==> config.mk <==
export PLATFORM = sky130hd
export DESIGN_NAME = instr_fetch_unit
export DESIGN_NICKNAME = d
export VERILOG_FILES = /design/src/rtl/isa_pkg.sv /design/src/rtl/next_pc_calc.sv /design/src/rtl/instr_fetch_unit.sv
export SDC_FILE = /design/constraint.sdc
export NUM_CORES = 1
export LEC_CHECK = 0
export CAP_MARGIN = 0
export CORE_MARGIN = 10
export CORE_UTILIZATION = 27
export CTS_BUF_LIST = sky130_fd_sc_hd__clkbuf_8
export CTS_CLUSTER_SIZE = 20
export DETAILED_ROUTE_END_ITERATION = 6
export SKIP_CTS_REPAIR_TIMING = 1
export SYNTH_ARGS = -nofsm -noshare
export SYNTH_HDL_FRONTEND = slang
export SYNTH_SLANG_ARGS = --single-unit
==> constraint.sdc <==
create_clock -name clock -period 5.4 [get_ports clock]
set_clock_uncertainty 0.1 [all_clocks]
set_input_delay 1.08 -clock clock [delete_from_list [all_inputs] [get_ports clock]]
set_output_delay 1.08 -clock clock [all_outputs]
set_load 0.005 [all_outputs]
==> src/rtl/isa_pkg.sv <==
// Shared ISA constants and fetch-state encoding for the single-cycle datapath front end.
package isa_pkg;

   localparam logic [5:0] OP_J    = 6'h02;
   localparam logic [5:0] OP_JAL  = 6'h03;
   localparam logic [5:0] OP_BEQZ = 6'h04;
   localparam logic [5:0] OP_BNEZ = 6'h05;
   localparam logic [5:0] OP_TRAP = 6'h11;
   localparam logic [5:0] OP_JR   = 6'h12;
   localparam logic [5:0] OP_JALR = 6'h13;

   localparam logic [0:31] TRAP_WORD = 32'h4400_0300;

   typedef enum logic {
      RUN  = 1'b0,
      HALT = 1'b1
   } fetch_state_e;

endpackage

==> src/rtl/next_pc_calc.sv <==
// Combinational branch/jump target select; bit 0 is the MSB throughout.
module next_pc_calc
   import isa_pkg::*;
(
   input  logic [0:31] instr_in,
   input  logic [0:31] pc,
   input  logic [0:31] rs1_val,
   output logic [0:31] next_pc
);

   logic [0:5]  opcode;
   logic [0:31] seq;
   logic [0:31] sext16;
   logic [0:31] sext26;
   logic [0:31] target;

   assign opcode = instr_in[0:5];
   assign seq    = pc + 32'd4;
   assign sext16 = {{16{instr_in[16]}}, instr_in[16:31]};
   assign sext26 = {{6{instr_in[6]}}, instr_in[6:31]};

   always_comb begin
      target = seq;
      case (opcode)
         OP_J, OP_JAL:     target = seq + sext26;
         OP_BEQZ:          target = (rs1_val == 32'd0) ? seq + sext16 : seq;
         OP_BNEZ:          target = (rs1_val != 32'd0) ? seq + sext16 : seq;
         OP_JR, OP_JALR:   target = rs1_val;
         default:          target = seq;
      endcase
   end

   // Misaligned targets are silently truncated to a word boundary.
   assign next_pc = {target[0:29], 2'b00};

endmodule

==> src/rtl/instr_fetch_unit.sv <==
// PC register, retire counter and RUN/HALT control for the instruction fetch stage.
module instr_fetch_unit
   import isa_pkg::*;
#(
   parameter logic [0:31] RESET_PC = 32'h0000_0000,
   parameter int          CNT_W    = 32
) (
   input  logic             clock,
   input  logic             reset,
   input  logic [0:31]      instr_in,
   input  logic             stall,
   input  logic [0:31]      rs1_val,
   output logic [0:31]      instr_addr,
   output logic [0:31]      link_addr,
   output logic             halted,
   output logic [CNT_W-1:0] retired_cnt,
   output fetch_state_e     state
);

   // stall acts as an inverted ready: an instruction retires on a posedge only when
   // stall is low in RUN; while stall is high nothing advances, in HALT it is ignored.
   logic [0:31]      pc;
   logic [0:31]      pc_nxt;
   logic [0:31]      next_pc;
   logic [CNT_W-1:0] cnt;
   logic [CNT_W-1:0] cnt_nxt;
   fetch_state_e     state_q;
   fetch_state_e     state_nxt;

   next_pc_calc u_next_pc_calc (
      .instr_in (instr_in),
      .pc       (pc),
      .rs1_val  (rs1_val),
      .next_pc  (next_pc)
   );

   always_ff @(posedge clock or posedge reset) begin
      if (reset) begin
         state_q <= RUN;
         pc      <= RESET_PC;
         cnt     <= '0;
      end else begin
         state_q <= state_nxt;
         pc      <= pc_nxt;
         cnt     <= cnt_nxt;
      end
   end

   always_comb begin
      state_nxt = state_q;
      pc_nxt    = pc;
      cnt_nxt   = cnt;
      case (state_q)
         RUN: begin
            if (!stall) begin
               cnt_nxt = (cnt == {CNT_W{1'b1}}) ? cnt : cnt + CNT_W'(1);
               // The trap retires but leaves the PC pointing at itself.
               if (instr_in == TRAP_WORD) state_nxt = HALT;
               else                       pc_nxt    = next_pc;
            end
         end
         HALT: begin
            state_nxt = HALT;
         end
         default: state_nxt = RUN;
      endcase
   end

   assign instr_addr  = pc;
   assign link_addr   = pc + 32'd4;
   assign halted      = (state_q == HALT);
   assign retired_cnt = cnt;
   assign state       = state_q;

endmodule

Word level (Yosys, flattened, before mapping)
Index checks and enable logic that the tools add are counted.

Flip-flop bits (word level): 63. Input port bits: 67. Output and inout port bits: 98. Logic and storage cells: 31.

$add $sub $neg: 4. Equal/unequal tests: 8. Multiplexer cells: 6. Bitwise logic cells: 4. Reduce and logical (&&, ||, !) cells: 6.

Operators by type and width (number): $pmux W32 S4 (1); $add A32 B32 Y32 (2); $mux W32 (2); $add A32 B1 Y32 const B (1); $add A32 B3 Y32 const B (1); $eq A32 B31 Y1 const B (1); $eq A32 B32 Y1 const B (1); $logic_not A32 Y1 (1); $reduce_bool A32 Y1 (1); $eq A6 B2 Y1 const B (2); $eq A6 B3 Y1 const B (2); $eq A6 B5 Y1 const B (2); $reduce_and A3 Y1 (2); $not A1 Y1 (4); $reduce_or A2 Y1 (2); $mux W1 (2); $pmux W1 S2 (1).

Logic depth before layout (Yosys ltp)
Word-level depth: 4. Mapped depth: 18. Gate-level depth less buffers: 17.

Hierarchy
A second synthesis with hierarchy kept.

Cells, all modules: 850. Area total of the unflattened synthesis: 7183.1 sq um.

By module, submodules not included: next_pc_calc (instances 1, cells each 546, area each 3712.3 sq um, seq. area each 0.0 sq um); instr_fetch_unit (instances 1, cells each 304, area each 3470.8 sq um, seq. area each 1626.6 sq um).

Worst setup path before layout
OpenSTA, ideal clock, no wires.

Path kind: flip-flop to flip-flop. Start: register pc (netlist bit instr_addr[29]). End: register pc (netlist bit instr_addr[0]). Setup time: 0.126 ns. Arrival time: 3.986 ns. Required time: 5.174 ns. Path slack: 1.188 ns. Stages on the path, launching flop included: 17. Buffers on the path: 0. Clock period less this slack: 4.212 ns. Cell sequence: dfrtp_1 > ha_1 > inv_1 > nor3_1 > nand2b_1 > nor3_1 > xor2_1 > ha_1 > a21o_1 > a211oi_1 > nor3_1 > a2111o_1 > a211oi_1 > o41ai_1 > a21oi_1 > mux2i_1 > o32a_1.

Longest elaborated chain between the ends: 4. Elaborated cells between the ends (all ways): 6. Those cells by class: add/sub (3); mux (3).

Ends and longest elaborated chain: start, declared (RTL line instr_fetch_unit.sv:22) `logic [0:31] pc;`; start signal, assigned (RTL line instr_fetch_unit.sv:44) `pc <= pc_nxt;`; $add A32 B3 Y32 *; net link_addr (one bit) (RTL line instr_fetch_unit.sv:14) `output logic [0:31] link_addr,`; $add A32 B32 Y32 (RTL line next_pc_calc.sv:26, next_pc_calc.sv:27); $mux W32 (on tied branches) (RTL line next_pc_calc.sv:27, next_pc_calc.sv:26); $pmux W32 S4 * (RTL line next_pc_calc.sv:24) `case (opcode)`.

Mark *: on every way through the listed nets, which the timed path passes. The rest lies on a longest branch. A chain may end at the register's enable or synchronous reset.

Final worst setup path
Start: register pc (netlist bit instr_addr[28]). End: register pc (netlist bit instr_addr[0]).

Longest elaborated chain between the ends: 4. Elaborated cells between the ends (all ways): 6. Those cells by class: add/sub (3); mux (3).

Ends and longest elaborated chain: $add A32 B3 Y32 * (RTL line next_pc_calc.sv:18) `assign seq = pc + 32'd4;`; $add A32 B32 Y32 (RTL line next_pc_calc.sv:26, next_pc_calc.sv:27); $mux W32 (on tied branches) (RTL line next_pc_calc.sv:27, next_pc_calc.sv:26); $pmux W32 S4 * (RTL line next_pc_calc.sv:24).

Mark *: on every way between the ends. The rest lies on a longest branch, timed or not.

==> results.ini <==
[status]
outcome=finished, violations left
violations=design-rule violations

[cells_and_area]
final_common_cell=clkdlybuf4s50_1
n_antenna_cell=0
post_route_cells_drive_above_1_share_pct=5.03
area_growth_pct=35.2
fin_nets=1047
final_cell_mix=clkdlybuf4s50_1, nand2_1, dfrtp_1

[critical_path]
cp.arrival_ps=5140
critical_path_class=reg2reg
crit_required_ps=5570
crit_path_max_fanout=7
start_kind=register
end_kind=register

[sta]
rsz0062_at_grt=false
whs_ps=400
worstMarginPinSlew_ps=1320
fin_crit_sh_pct=92.1
setup_violations=0
setup_tns_ps=0
fmax_mhz=201
slew_violations=0
fin_crit_ps=4970
maxSlewHeadroom_pct=12.3
hold_violations=0

[global_routing]
gr-total-overflow=0
antenna_found_initial=0
grt_pass1_vias=6556
grt_max_degree=43
grt_pass1_wl_mm=38.8
grt_usage_pct=16.8

[synth]
postSynthAreaPerCell_um2=8.12
syn_inst=773
synth_seq_cells=63
synth_top_area_cell=dfrtp_1
async_flop_share_pct=100
synth-seq-area-share_pct=25.1
netlist_area_um2=6270
synth_flop_cell=dfrtp_1
synth_edf_count=0
ys_types=72
yosys-top-cells-area=dfrtp_1, ha_1, xnor2_1, nand2_1, xor2_1
yosysWarnings=0
synth_top_area_share_pct=25.1

[clocking]
htreeDepth=3
cts_tree=yes
path_clk_slew_ps=90
cts_root_buf=clkbuf_8
clk_latency_ps=380
cts_buffer_depth=2
clock_sinks=63
cts_made_buffers=9

[place]
hpwl_mm=20.7
portBuffers=160
gp_congestion=0.939

[drt]
wl_per_cell_um=20.6
ant_nets=0
vias_per_cell=5.41
wl_mm=25.7
drt-initial-drc-count=610
firstDrtPassIters=7
vias=6750
drcViolationCount=1

[floorplanning]
placeableCoreArea_um2=22800
die_area_um2=29700
fp.dieW_um=172
num_rows=55
dieHeight_um=172
boundaryPins=165
initial_core_util_pct=27.5

[hold_path]
min_path_type=reg2reg

[power_and_ir_drop]
vdd_drop_max_v=0.000156
cellPowerDensity_nw_per_um2=355
p_leak_nw=3.30

[run]
max-cap-violations=0

synthesized netlist by cell type, types with 4 or more instances:
| cell type | instances |
|---|---|
| a211oi_1 | 8 |
| xnor2_1 | 57 |
| nor2b_1 | 5 |
| nand3_1 | 34 |
| xor2_1 | 33 |
| a211o_1 | 4 |
| nor4_1 | 13 |
| ha_1 | 50 |
| o21ai_0 | 45 |
| a222oi_1 | 6 |
| a21o_1 | 11 |
| clkbuf_1 | 25 |
| or3_1 | 4 |
| nor2_1 | 59 |
| nand4_1 | 23 |
| o211ai_1 | 6 |
| a22oi_1 | 6 |
| and2_1 | 5 |
| a31oi_1 | 11 |
| mux2i_1 | 5 |
| dfrtp_1 | 63 |
| o21a_1 | 13 |
| o22a_1 | 4 |
| nor3_1 | 21 |
| inv_1 | 20 |
| nand2b_1 | 8 |
| a21oi_1 | 53 |
| buf_4 | 5 |
| and3_1 | 12 |
| nand2_1 | 80 |
| o221ai_1 | 4 |
| o21bai_1 | 5 |
| a221o_1 | 5 |
| or4_1 | 4 |
| a221oi_1 | 14 |
metrics by stage:
step                      instance area (um2)  instances  util [%]  total power, mW  worst slack (ps)
final                                    8480       1247      37.2             3.01               428
after global routing                     8480       1247      37.2             3.21               194
after CTS                                8480       1247      37.2             3.01               552
after detailed placement                 8260       1231      36.2             2.49               585
after global placement                   8260       1231      36.2             2.49               567
after floorplan                          6280        776         -             1.74              1190
power breakdown:
group | total (mW) | switching, mW | internal (mW)
Combinational | 1.78 | 0.928 | 0.850
Clock | 0.511 | 0.244 | 0.267
Sequential | 0.721 | 0.158 | 0.563
kinds of logic after synthesis:
logic type | Yosys count | synth area share [%]
buffers and inverters | 53 | 3.49
muxes | 7 | 1.16
and+or+nand+nor | 286 | 23.0
DFF | 63 | 25.1
xor gates and xnor gates | 91 | 12.8
other | 1 | 0.0598
adders and majority gates | 51 | 10.3
AOI/OAI and AO/OA | 221 | 24.1
final cells by class:
cell class                      count  area, um2
Multi-Input combinational cell    660       4500
Fill cell                        2325      14300
Tap cell                          313        392
Clock buffer                        9        124
Timing Repair Buffer              175       1710
Inverter                           20       75.1
Clock inverter                      7        103
Sequential cell                    63       1580
worst paths after layout:
check / from / endpoint / slack (ps) / cells past startpoint
max: instr_addr[28] / instr_addr[0] / 430 / 16
min: retired_cnt[28] / retired_cnt[28] / 400 / 1
max reg2reg: instr_addr[28] / instr_addr[0] / 430 / 16
min reg2reg: retired_cnt[28] / retired_cnt[28] / 400 / 1
max in group asynchronous: reset / instr_addr[9] / 3180 / 3
min in group asynchronous: reset / retired_cnt[18] / 1130 / 2
routing by layer:
| metal | vias to the layer above | wire [um] | global-route usage [%] |
|---|---|---|---|
| li1 | 3208 | - | - |
| met1 | 3222 | 11500 | 22.1 |
| met2 | 283 | 11700 | 26.7 |
| met3 | 37 | 2000 | 3.49 |
| met4 | 0 | 529 | 5.28 |
| met5 | - | 0 | 0 |
state kept, by name, indices dropped and copies added, names as in the netlist:
| register | count |
|---|---|
| retired_cnt | 32 |
| instr_addr | 30 |
| halted | 1 |
critical path, stage by stage, from the launching register on:
cell,delay [ps]
dfrtp_1,510
ha_1,360
inv_1,70
nor3_1,190
buf_4,200
nand2b_1,220
nor2_1,180
xor2_1,530
ha_1,440
a211oi_1,490
nor3_1,120
a2111o_1,410
a211oi_1,240
o41ai_1,150
a21oi_1,270
mux2i_1,120
o32a_1,290
Power figures use the tool's default switching activity.
